$ cat src/rtl/dfd_cla_pkg.sv
// Shared types and constants for the multi-channel CLA action generator.
// The channel state struct is sized by the CH_* widths below.
package dfd_cla_pkg;

    localparam int XTRIG_BASE   = 8;
    localparam int HALT_IDX     = 2;
    localparam int CH_DELAY_W   = 7;
    localparam int CH_STRETCH_W = 4;

    typedef enum logic {
        CH_IDLE = 1'b0,
        CH_WAIT = 1'b1
    } ch_state_e;

    typedef struct packed {
        ch_state_e                state;
        logic [CH_DELAY_W-1:0]    cnt;
        logic [CH_STRETCH_W-1:0]  stretch_cnt;
    } chan_state_t;

    localparam chan_state_t CHAN_RESET = '{state: CH_IDLE, cnt: '0, stretch_cnt: '0};

    // Loop-delay counter increment that sticks at all-ones instead of wrapping.
    function automatic logic [CH_DELAY_W-1:0] sat_inc(input logic [CH_DELAY_W-1:0] v);
        logic [CH_DELAY_W-1:0] r;
        if (v == {CH_DELAY_W{1'b1}}) begin
            r = v;
        end else begin
            r = v + CH_DELAY_W'(1);
        end
        return r;
    endfunction

endpackage

$ cat src/rtl/dfd_cla_xtrig_chan.sv
// One cross-trigger channel: output pulse stretcher plus self-filter timer.
// Build option DFD_CLA_ACTGEN_RETRIG_EN lets a trigger during WAIT restart the timer.
module dfd_cla_xtrig_chan
    import dfd_cla_pkg::*;
(
    input  logic                    clock,
    input  logic                    reset_n,
    input  logic                    trig_i,
    input  logic [CH_DELAY_W-1:0]   delay_i,
    input  logic [CH_STRETCH_W-1:0] stretch_i,
    output logic                    xtrigger_o,
    output logic                    self_filter_o
);

    chan_state_t           chan_q;
    chan_state_t           chan_d;
    logic [CH_DELAY_W-1:0] cnt_inc_s;
    logic                  self_filter_s;

    // Next-state for stretch counter and self-filter FSM.
    always_comb begin
        chan_d        = chan_q;
        self_filter_s = 1'b0;
        cnt_inc_s     = sat_inc(chan_q.cnt);

        if (trig_i) begin
            chan_d.stretch_cnt = stretch_i;
        end else if (chan_q.stretch_cnt != '0) begin
            chan_d.stretch_cnt = chan_q.stretch_cnt - CH_STRETCH_W'(1);
        end else begin
            chan_d.stretch_cnt = chan_q.stretch_cnt;
        end

        case (chan_q.state)
            CH_IDLE: begin
                if (trig_i && (delay_i == '0)) begin
                    self_filter_s = 1'b1;
                end else if (trig_i) begin
                    chan_d.cnt   = CH_DELAY_W'(1);
                    chan_d.state = CH_WAIT;
                end else begin
                    chan_d.state = CH_IDLE;
                end
            end
            CH_WAIT: begin
                // Compare against the incremented count so the pulse lands delay-1 cycles after entry.
`ifdef DFD_CLA_ACTGEN_RETRIG_EN
                if (trig_i) begin
                    chan_d.cnt = CH_DELAY_W'(1);
                end else if (cnt_inc_s >= delay_i) begin
                    self_filter_s = 1'b1;
                    chan_d.cnt    = '0;
                    chan_d.state  = CH_IDLE;
                end else begin
                    chan_d.cnt = cnt_inc_s;
                end
`else
                if (cnt_inc_s >= delay_i) begin
                    self_filter_s = 1'b1;
                    chan_d.cnt    = '0;
                    chan_d.state  = CH_IDLE;
                end else begin
                    chan_d.cnt = cnt_inc_s;
                end
`endif
            end
            default: begin
                chan_d = CHAN_RESET;
            end
        endcase
    end

    // Channel state register.
    always_ff @(posedge clock or negedge reset_n) begin
        if (!reset_n) begin
            chan_q <= CHAN_RESET;
        end else begin
            chan_q <= chan_d;
        end
    end

    assign xtrigger_o    = trig_i | (chan_q.stretch_cnt != '0);
    assign self_filter_o = self_filter_s;

endmodule

$ cat src/rtl/dfd_cla_action_gen_mc.sv
// Multi-channel CLA action generator: EAP node tracking, action registers, xtrigger channels, clock halt.
// Build option DFD_CLA_ACTGEN_RETRIG_EN enables self-filter restart on retrigger in every channel.
module dfd_cla_action_gen_mc #(
    parameter int  NUM_NODES   = 4,
    parameter int  NUM_ACTIONS = 32,
    parameter int  NUM_CUSTOM  = 8,
    parameter int  NUM_XTRIG   = 4,
    parameter int  XTRIG_BASE  = dfd_cla_pkg::XTRIG_BASE,
    parameter int  HALT_IDX    = dfd_cla_pkg::HALT_IDX,
    parameter int  DELAY_W     = dfd_cla_pkg::CH_DELAY_W,
    parameter int  STRETCH_W   = dfd_cla_pkg::CH_STRETCH_W,
    localparam int NODE_W      = (NUM_NODES > 1) ? $clog2(NUM_NODES) : 1
) (
    input  logic                                  clock,
    input  logic                                  reset_n,
    input  logic                                  reset_n_warm_ovrride,
    input  logic                                  enable_eap,
    input  logic [NUM_NODES-1:0][NUM_ACTIONS-1:0] node_action_bus,
    input  logic [NUM_NODES-1:0][NUM_CUSTOM-1:0]  node_custom_action_bus,
    input  logic [NUM_NODES-1:0][NODE_W-1:0]      next_destination_node_id,
    input  logic [NUM_XTRIG-1:0][DELAY_W-1:0]     chain_loop_delay,
    input  logic [NUM_XTRIG-1:0][STRETCH_W-1:0]   xtrig_stretch,
    input  logic                                  clock_halt_en,
    input  logic                                  clock_halt_clear,
    output logic [NUM_ACTIONS-1:0]                action_bus,
    output logic [NUM_CUSTOM-1:0]                 custom_action_bus,
    output logic [NUM_XTRIG-1:0]                  xtrigger_out,
    output logic [NUM_XTRIG-1:0]                  self_filter,
    output logic                                  clock_halt,
    output logic [NODE_W-1:0]                     current_node_id
);

    import dfd_cla_pkg::*;

    localparam logic [NODE_W:0] NODE_LIMIT = (NODE_W+1)'(NUM_NODES);

    logic [NODE_W-1:0]      node_q;
    logic [NODE_W-1:0]      node_d;
    logic [NODE_W-1:0]      dest_s;
    logic                   cur_ok_s;
    logic                   dest_ok_s;
    logic [NUM_ACTIONS-1:0] action_q;
    logic [NUM_ACTIONS-1:0] action_d;
    logic [NUM_CUSTOM-1:0]  custom_q;
    logic [NUM_CUSTOM-1:0]  custom_d;
    logic                   halt_q;
    logic                   halt_d;
    logic [NUM_XTRIG-1:0]   trig_s;

    if ((DELAY_W != CH_DELAY_W) || (STRETCH_W != CH_STRETCH_W)) begin : g_width_chk
        $error("channel widths must match dfd_cla_pkg CH_DELAY_W/CH_STRETCH_W");
    end

    // Node successor and action selection; any out-of-range ID maps to node 0 / zero actions.
    always_comb begin
        cur_ok_s = ({1'b0, node_q} < NODE_LIMIT);
        if (cur_ok_s) begin
            dest_s   = next_destination_node_id[node_q];
            action_d = node_action_bus[node_q];
            custom_d = node_custom_action_bus[node_q];
        end else begin
            dest_s   = '0;
            action_d = '0;
            custom_d = '0;
        end
        dest_ok_s = ({1'b0, dest_s} < NODE_LIMIT);
        if (enable_eap && dest_ok_s) begin
            node_d = dest_s;
        end else begin
            node_d = '0;
        end
    end

    // Sticky halt: a set in the same cycle as a clear wins.
    always_comb begin
        if (action_q[HALT_IDX] && clock_halt_en) begin
            halt_d = 1'b1;
        end else if (clock_halt_clear) begin
            halt_d = 1'b0;
        end else begin
            halt_d = halt_q;
        end
    end

    // Current node register, reset only by the warm-override reset.
    always_ff @(posedge clock or negedge reset_n_warm_ovrride) begin
        if (!reset_n_warm_ovrride) begin
            node_q <= '0;
        end else begin
            node_q <= node_d;
        end
    end

    // Action, custom-action and halt registers.
    always_ff @(posedge clock or negedge reset_n) begin
        if (!reset_n) begin
            action_q <= '0;
            custom_q <= '0;
            halt_q   <= 1'b0;
        end else begin
            action_q <= action_d;
            custom_q <= custom_d;
            halt_q   <= halt_d;
        end
    end

    assign trig_s = action_q[XTRIG_BASE +: NUM_XTRIG];

    for (genvar i = 0; i < NUM_XTRIG; i++) begin : g_chan
        dfd_cla_xtrig_chan u_chan (
            .clock         (clock),
            .reset_n       (reset_n),
            .trig_i        (trig_s[i]),
            .delay_i       (chain_loop_delay[i]),
            .stretch_i     (xtrig_stretch[i]),
            .xtrigger_o    (xtrigger_out[i]),
            .self_filter_o (self_filter[i])
        );
    end

    assign action_bus        = action_q;
    assign custom_action_bus = custom_q;
    assign clock_halt        = halt_q;
    assign current_node_id   = node_q;

endmodule

$ cat config.mk
export PLATFORM = sky130hd
export DESIGN_NAME = dfd_cla_action_gen_mc
export DESIGN_NICKNAME = d
export VERILOG_FILES = /design/src/rtl/dfd_cla_pkg.sv /design/src/rtl/dfd_cla_xtrig_chan.sv /design/src/rtl/dfd_cla_action_gen_mc.sv
export SDC_FILE = /design/constraint.sdc
export NUM_CORES = 1
export LEC_CHECK = 0
export BUFFER_PORTS_ARGS = -buffer_cell sky130_fd_sc_hd__buf_2
export CAP_MARGIN = 20
export CORE_UTILIZATION = 26
export DETAILED_ROUTE_END_ITERATION = 8
export PLACE_DENSITY = 0.6
export REMOVE_ABC_BUFFERS = 1
export SLEW_MARGIN = 20
export SYNTH_ARGS = -nofsm -noshare
export SYNTH_HDL_FRONTEND = slang
export SYNTH_SLANG_ARGS = --single-unit
$ cat constraint.sdc
create_clock -name clock -period 2.6 [get_ports clock]
set_input_delay 0.13 -clock clock [delete_from_list [all_inputs] [get_ports clock]]
set_output_delay 0.13 -clock clock [all_outputs]
set_load 0.01 [all_outputs]
Word-level counts from Yosys, hierarchy flattened
Cells that the tools add are included.
- register bits: 91
- input bits: 218
- output and inout bits: 51
- word-level logic and storage cells: 128
- $add $sub $neg: 8
- $lt $le $gt $ge: 5
- equal/unequal tests: 12
- muxes and demuxes: 57
- bitwise logic cells: 8
- reduce and logical (&&, ||, !) cells: 22
- operators with widths (cell ; number):
    7-bit two-way mux ; 12
    32-bit binary-select mux with 2-bit select ; 1
    8-bit one-hot mux with 2 select lines ; 4
    8-bit two-way mux ; 5
    32-bit two-way mux ; 1
    4-bit two-way mux ; 8
    7-bit by 1-bit adder with 7-bit output, second input constant ; 4
    7-bit == test, second input constant ; 4
    7-bit greater-or-equal comparator ; 4
    7-bit logical NOT ; 4
    1-bit two-way mux ; 18
    8-bit binary-select mux with 2-bit select ; 1
    2-bit != test, second input constant ; 8
    4-bit nonzero test ; 4
    4-bit by 1-bit subtractor with 4-bit output, second input constant ; 4
    2-bit nonzero test ; 5
    1-bit one-hot mux with 2 select lines ; 4
    2-bit AND reduction ; 4
    1-bit logical AND ; 5
    2-bit binary-select mux with 2-bit select ; 1
    2-bit two-way mux ; 2
    1-bit NOT ; 4
    1-bit bitwise OR ; 4
    2-bit by 3-bit less-than comparator with 1-bit output, second input constant ; 1

Logic depth before layout (Yosys ltp)
- depth in word-level cells: 5
- depth in mapped cells: 13
- depth with buffers taken out: 12

Cells and area by module
A second synthesis with hierarchy kept.
- cell total of the unflattened synthesis: 521
- area, all modules: 6022.0 um^2
- by module, submodules not included (module ; times used ; cells an instance ; area each (um^2) ; sequential area each (um^2)):
    dfd_cla_action_gen_mc ; 1 ; 100 ; 2162.1 ; 1076.0
    dfd_cla_xtrig_chan at g_chan[0].u_chan ... ; 2 ; 100 ; 934.6 ; 300.3
    dfd_cla_xtrig_chan at g_chan[3].u_chan ; 1 ; 120 ; 1048.5 ; 300.3
    dfd_cla_xtrig_chan at g_chan[2].u_chan ; 1 ; 101 ; 942.2 ; 300.3

Worst setup path after synthesis
No wires, ideal clock.
- kind: register -> output
- start point: register g_chan[2].u_chan.chan_q[4] (netlist name)
- end point: output self_filter[2]
- data arrival time: 2.761 ns
- required time: 2.470 ns
- setup slack: -0.291 ns
- stages on the path, launching flop included: 13
- path buffers: 2
- cells stage by stage: dfrtp_1 ha_1 and4_1 nand3_1 nand4_1 xnor2_1 ha_1 a21o_1 a221o_1 a31oi_1 buf_2 nor2_1 buf_4
- word-level cells in the longest chain between the ends: 5
- elaborated cells on any way between the ends: 6
- ends and longest elaborated chain (element ; line ; RTL):
    start, declared ; dfd_cla_xtrig_chan.sv:15 ; chan_state_t chan_q;
    start signal, assigned ; dfd_cla_xtrig_chan.sv:78 ; chan_q <= chan_d;
    7-bit by 1-bit adder with 7-bit output or 7-bit == test (tied branches) ; dfd_cla_pkg.sv:29, dfd_cla_pkg.sv:26 ;
    7-bit two-way mux (*) ; dfd_cla_pkg.sv:26 ; if (v == {CH_DELAY_W{1'b1}}) begin
    7-bit greater-or-equal comparator (*) ; dfd_cla_xtrig_chan.sv:58 ; if (cnt_inc_s >= delay_i) begin
    1-bit two-way mux (*) ; dfd_cla_xtrig_chan.sv:58 ;
    1-bit one-hot mux with 2 select lines (*) ; dfd_cla_xtrig_chan.sv:34 ; case (chan_q.state)
    end, declared ; dfd_cla_action_gen_mc.sv:28 ; output logic [NUM_XTRIG-1:0] self_filter,
Mark *: on every way between the ends. The rest lies on a longest branch, timed or not.

Worst setup path in the final report
- start point: register g_chan[2].u_chan.chan_q[5] (netlist name)
- end point: output self_filter[2]
The elaborated chain is that of the path after synthesis.

==> impl_metrics.toml <==
[final_layout]
multi_input_area_um2 = 3460
synthToLayoutAreaGrowth_pct = 49.3
layout_common_cells = "267 x buf_2, 89 x dfrtp_1, 56 x buf_4, 47 x inv_1, 45 x nand2_1"
layout_commonest_cell = "buf_2"
layout.nets = 1115
layout-drive-gt1-share_pct = 53.9
ff_latch_area_um2 = 2280
num-fill-cells = 2144

[yosys]
syn_area_um2 = 5770
synth_edf_count = 0
ys_seq_area_share_pct = 39.5
synthFlopType = "dfrtp_1"
post_synth.cell_area_avg_um2 = 11.0
async_flop_share_pct = 100
yosysUniqueCellTypes = 54
syn_inst = 524
ys_warn_count = 0
ys_seq_elements = 91

[drt]
wl_per_cell_um = 15.1
detail-route-antenna-nets = 0
drtIter0Drc = 179
firstDrtPassIters = 4
vias_per_cell = 4.63
post-route-drc-count = 0
drt_wl_total_um = 17300
route.vias.total = 5292

[sta]
finalHoldViolCount = 0
clock_skew_ps = 9.68
setup-tns-final_ps = -837
setup_viol = 6
fmax_mhz = 347
slew_violations = 0
setup_ws_ps = -281
layout_min_cycle_time_ps = 2880
rsz0062_at_grt = "yes"
tightestPinTransition_ps = 781
relSlewSlack_pct = 47.9
fin_crit_sh_pct = 111

[die]
coreArea_um2 = 21800
rows = 54
die_h_um = 151
die-width_um = 151
die_area_um2 = 22800
io_pins = 269
start_util_pct = 26.4

[job]
maxCapViolations = 0

[clock_network]
clockBufferDepth = 2
cts_tree = "yes"
cts.clk_slew.worst_paths_ps = 60
clk_latency_ps = 350
root_buffer = "clkbuf_16"
h-tree-depth = 3
cts_buffers = 9
cts.sinks = 91

[critical_path]
rr_worst_depth = 13
crit_path_cell_trace = "ha_2, and4_1, nand3_2, buf_6, nand3_2, o21a_1, ha_1, and3_4, a221o_1, a31oi_2, buf_4, nor2_1, buf_2"
critical_path_buf_inv_count = 3
cp_max_fo = 7
cp-end-kind = "output pin"
cp.arrival_ps = 2750
worstSetupPathType = "reg -> out"
cp_num_cells = 13
crit_family = "compound AO/OA/AOI/OAI gates"
crit_required_ps = 2470
cp-start-kind = "flop"
critPathMaxStageDelay_ps = 390
cpMaxStageDelayCell = "dfrtp_1"
critPathMostFrequentCell = "nand3_2"

[place]
gp_congestion = 0.827
dpl.hpwl_um = 13200
dpl_worst_slack_ps = -214
portBuffers = 268

[power]
peakVddDrop_v = 0.000267
p_leak_nw = 4.23
powerDensity_nw_per_um2 = 770

[min_path]
holdPathStages = 3
min-delay-path-class = "in -> reg"

[status]
outcome = "finished with violations"
violations = "negative setup slack"

[global_routing]
grt_max_degree = 48
grt_overflow = 0
grt_pass1_vias = 5209
antenna_found_initial = 3
grt_pass1_wl_um = 25900
grtUsageTotal_pct = 15.1
## flip-flops by register name (all words and copies together), names as in the netlist
signal / count
g_chan.u_chan.chan_q: 48
action_bus: 32
custom_action_bus: 8
current_node_id: 2
clock_halt: 1
## kinds of logic (layout without fill, tap and decap cells)
| kind of cell | count (synthesis) | count (layout) | share of synthesized area [%] |
|---|---|---|---|
| xor gates and xnor gates | 18 | 18 | 2.73 |
| buffers and inverters | 75 | 413 | 5.90 |
| muxes | 54 | 54 | 18.6 |
| AOI/OAI and AO/OA | 99 | 99 | 11.6 |
| adders and majority gates | 40 | 40 | 8.67 |
| DFF | 91 | 91 | 39.5 |
| and+or+nand+nor | 147 | 147 | 13.1 |
| other | 0 | 2 | 0 |
## power by group
part	internal (mW)	total, mW	switching, mW
clock	0.698	1.26	0.561
sequential	1.80	2.16	0.367
combinational	1.73	3.21	1.48
total	4.22	6.63	2.41
## area by class of cell
type | instances | area share [%]
Antenna cell | 2 | 0.0581
Clock buffer | 12 | 2.98
Clock inverter | 4 | 0.290
Inverter | 49 | 2.13
Multi-Input combinational cell | 358 | 40.2
Sequential cell | 91 | 26.5
Tap cell | 280 | 4.07
Timing Repair Buffer | 348 | 23.8
## cell usage after synthesis (all sizes together) (3+ instances only)
cell type,count,share of area (%)
a21oi,21,1.8
dfrtp,91,39
nand3,13,1.1
nor2,23,1.7
mux2,4,0.78
nor3b,4,0.52
o31ai,5,0.65
nor3,8,0.69
o21a,7,0.91
and4,3,0.46
mux4,42,16
nand2,47,3.1
ha,40,8.7
mux2i,8,1.4
a21o,14,1.8
buf,18,2.2
a221oi,3,0.46
o21ai,25,2.2
or3,3,0.33
and3,13,1.4
xnor2,17,2.6
or2,4,0.43
clkbuf,8,0.52
and2,4,0.43
nor2b,3,0.33
nor4,4,0.43
a31oi,6,0.65
a22o,4,0.61
nand2b,11,1.2
nand4,3,0.33
inv,49,3.2
## layer usage
| layer | up-vias | part of all wire, % | GRT usage (%) |
|---|---|---|---|
| li1 | 2567 | - | - |
| met1 | 2515 | 43 | 18.5 |
| met2 | 195 | 49 | 25.9 |
| met3 | 15 | 6.4 | 3.16 |
| met4 | 0 | 1.4 | 6.05 |
| met5 | - | 0 | 0 |
## per-stage QoR
stage | hold slack (ps) | util [%] | power [mW] | instance area, um^2 | cells
2_1_floorplan | -166 | - | 3.80 | 5610 | 498
3_3_place_gp | -80.5 | 35.3 | 4.90 | 7710 | 1094
3_5_place_dp | -81.8 | 35.3 | 4.95 | 7710 | 1094
4_1_cts | 3.88 | 38.2 | 6.41 | 8340 | 1138
5_1_grt | 12.1 | 39.5 | 7.16 | 8610 | 1143
6_report | 9.50 | 39.5 | 6.63 | 8620 | 1144
## worst register-to-register path, delay by kind of cell (launching register included)
kind	cells	cell delay, ps
DFF	1	390
and+or+nand+nor	4	510
AOI/OAI and AO/OA	5	870
buffers and inverters	2	330
adders and majority gates	2	470
## worst paths after layout
check                                             from                          end  slack, ps
max                         g_chan[2].u_chan.chan_q[5]               self_filter[2]       -280
max reg2reg                 g_chan[2].u_chan.chan_q[5]   g_chan[2].u_chan.chan_q[9]        -30
max in group asynchronous                      reset_n   g_chan[1].u_chan.chan_q[8]       1550
min                                      clock_halt_en                   clock_halt          9
min in group asynchronous         reset_n_warm_ovrride           current_node_id[0]         90
min reg2reg                g_chan[3].u_chan.chan_q[10]  g_chan[3].u_chan.chan_q[10]        510
## repair_timing
action,CTS,global route
resized for setup,28,48
endpoints found under the setup margin,26,34
hold buffers,11,0
pin swaps,29,22
setup buffers,23,9
hold endpoints to repair,58,0
No activity file was read; power rests on OpenSTA's default activity.
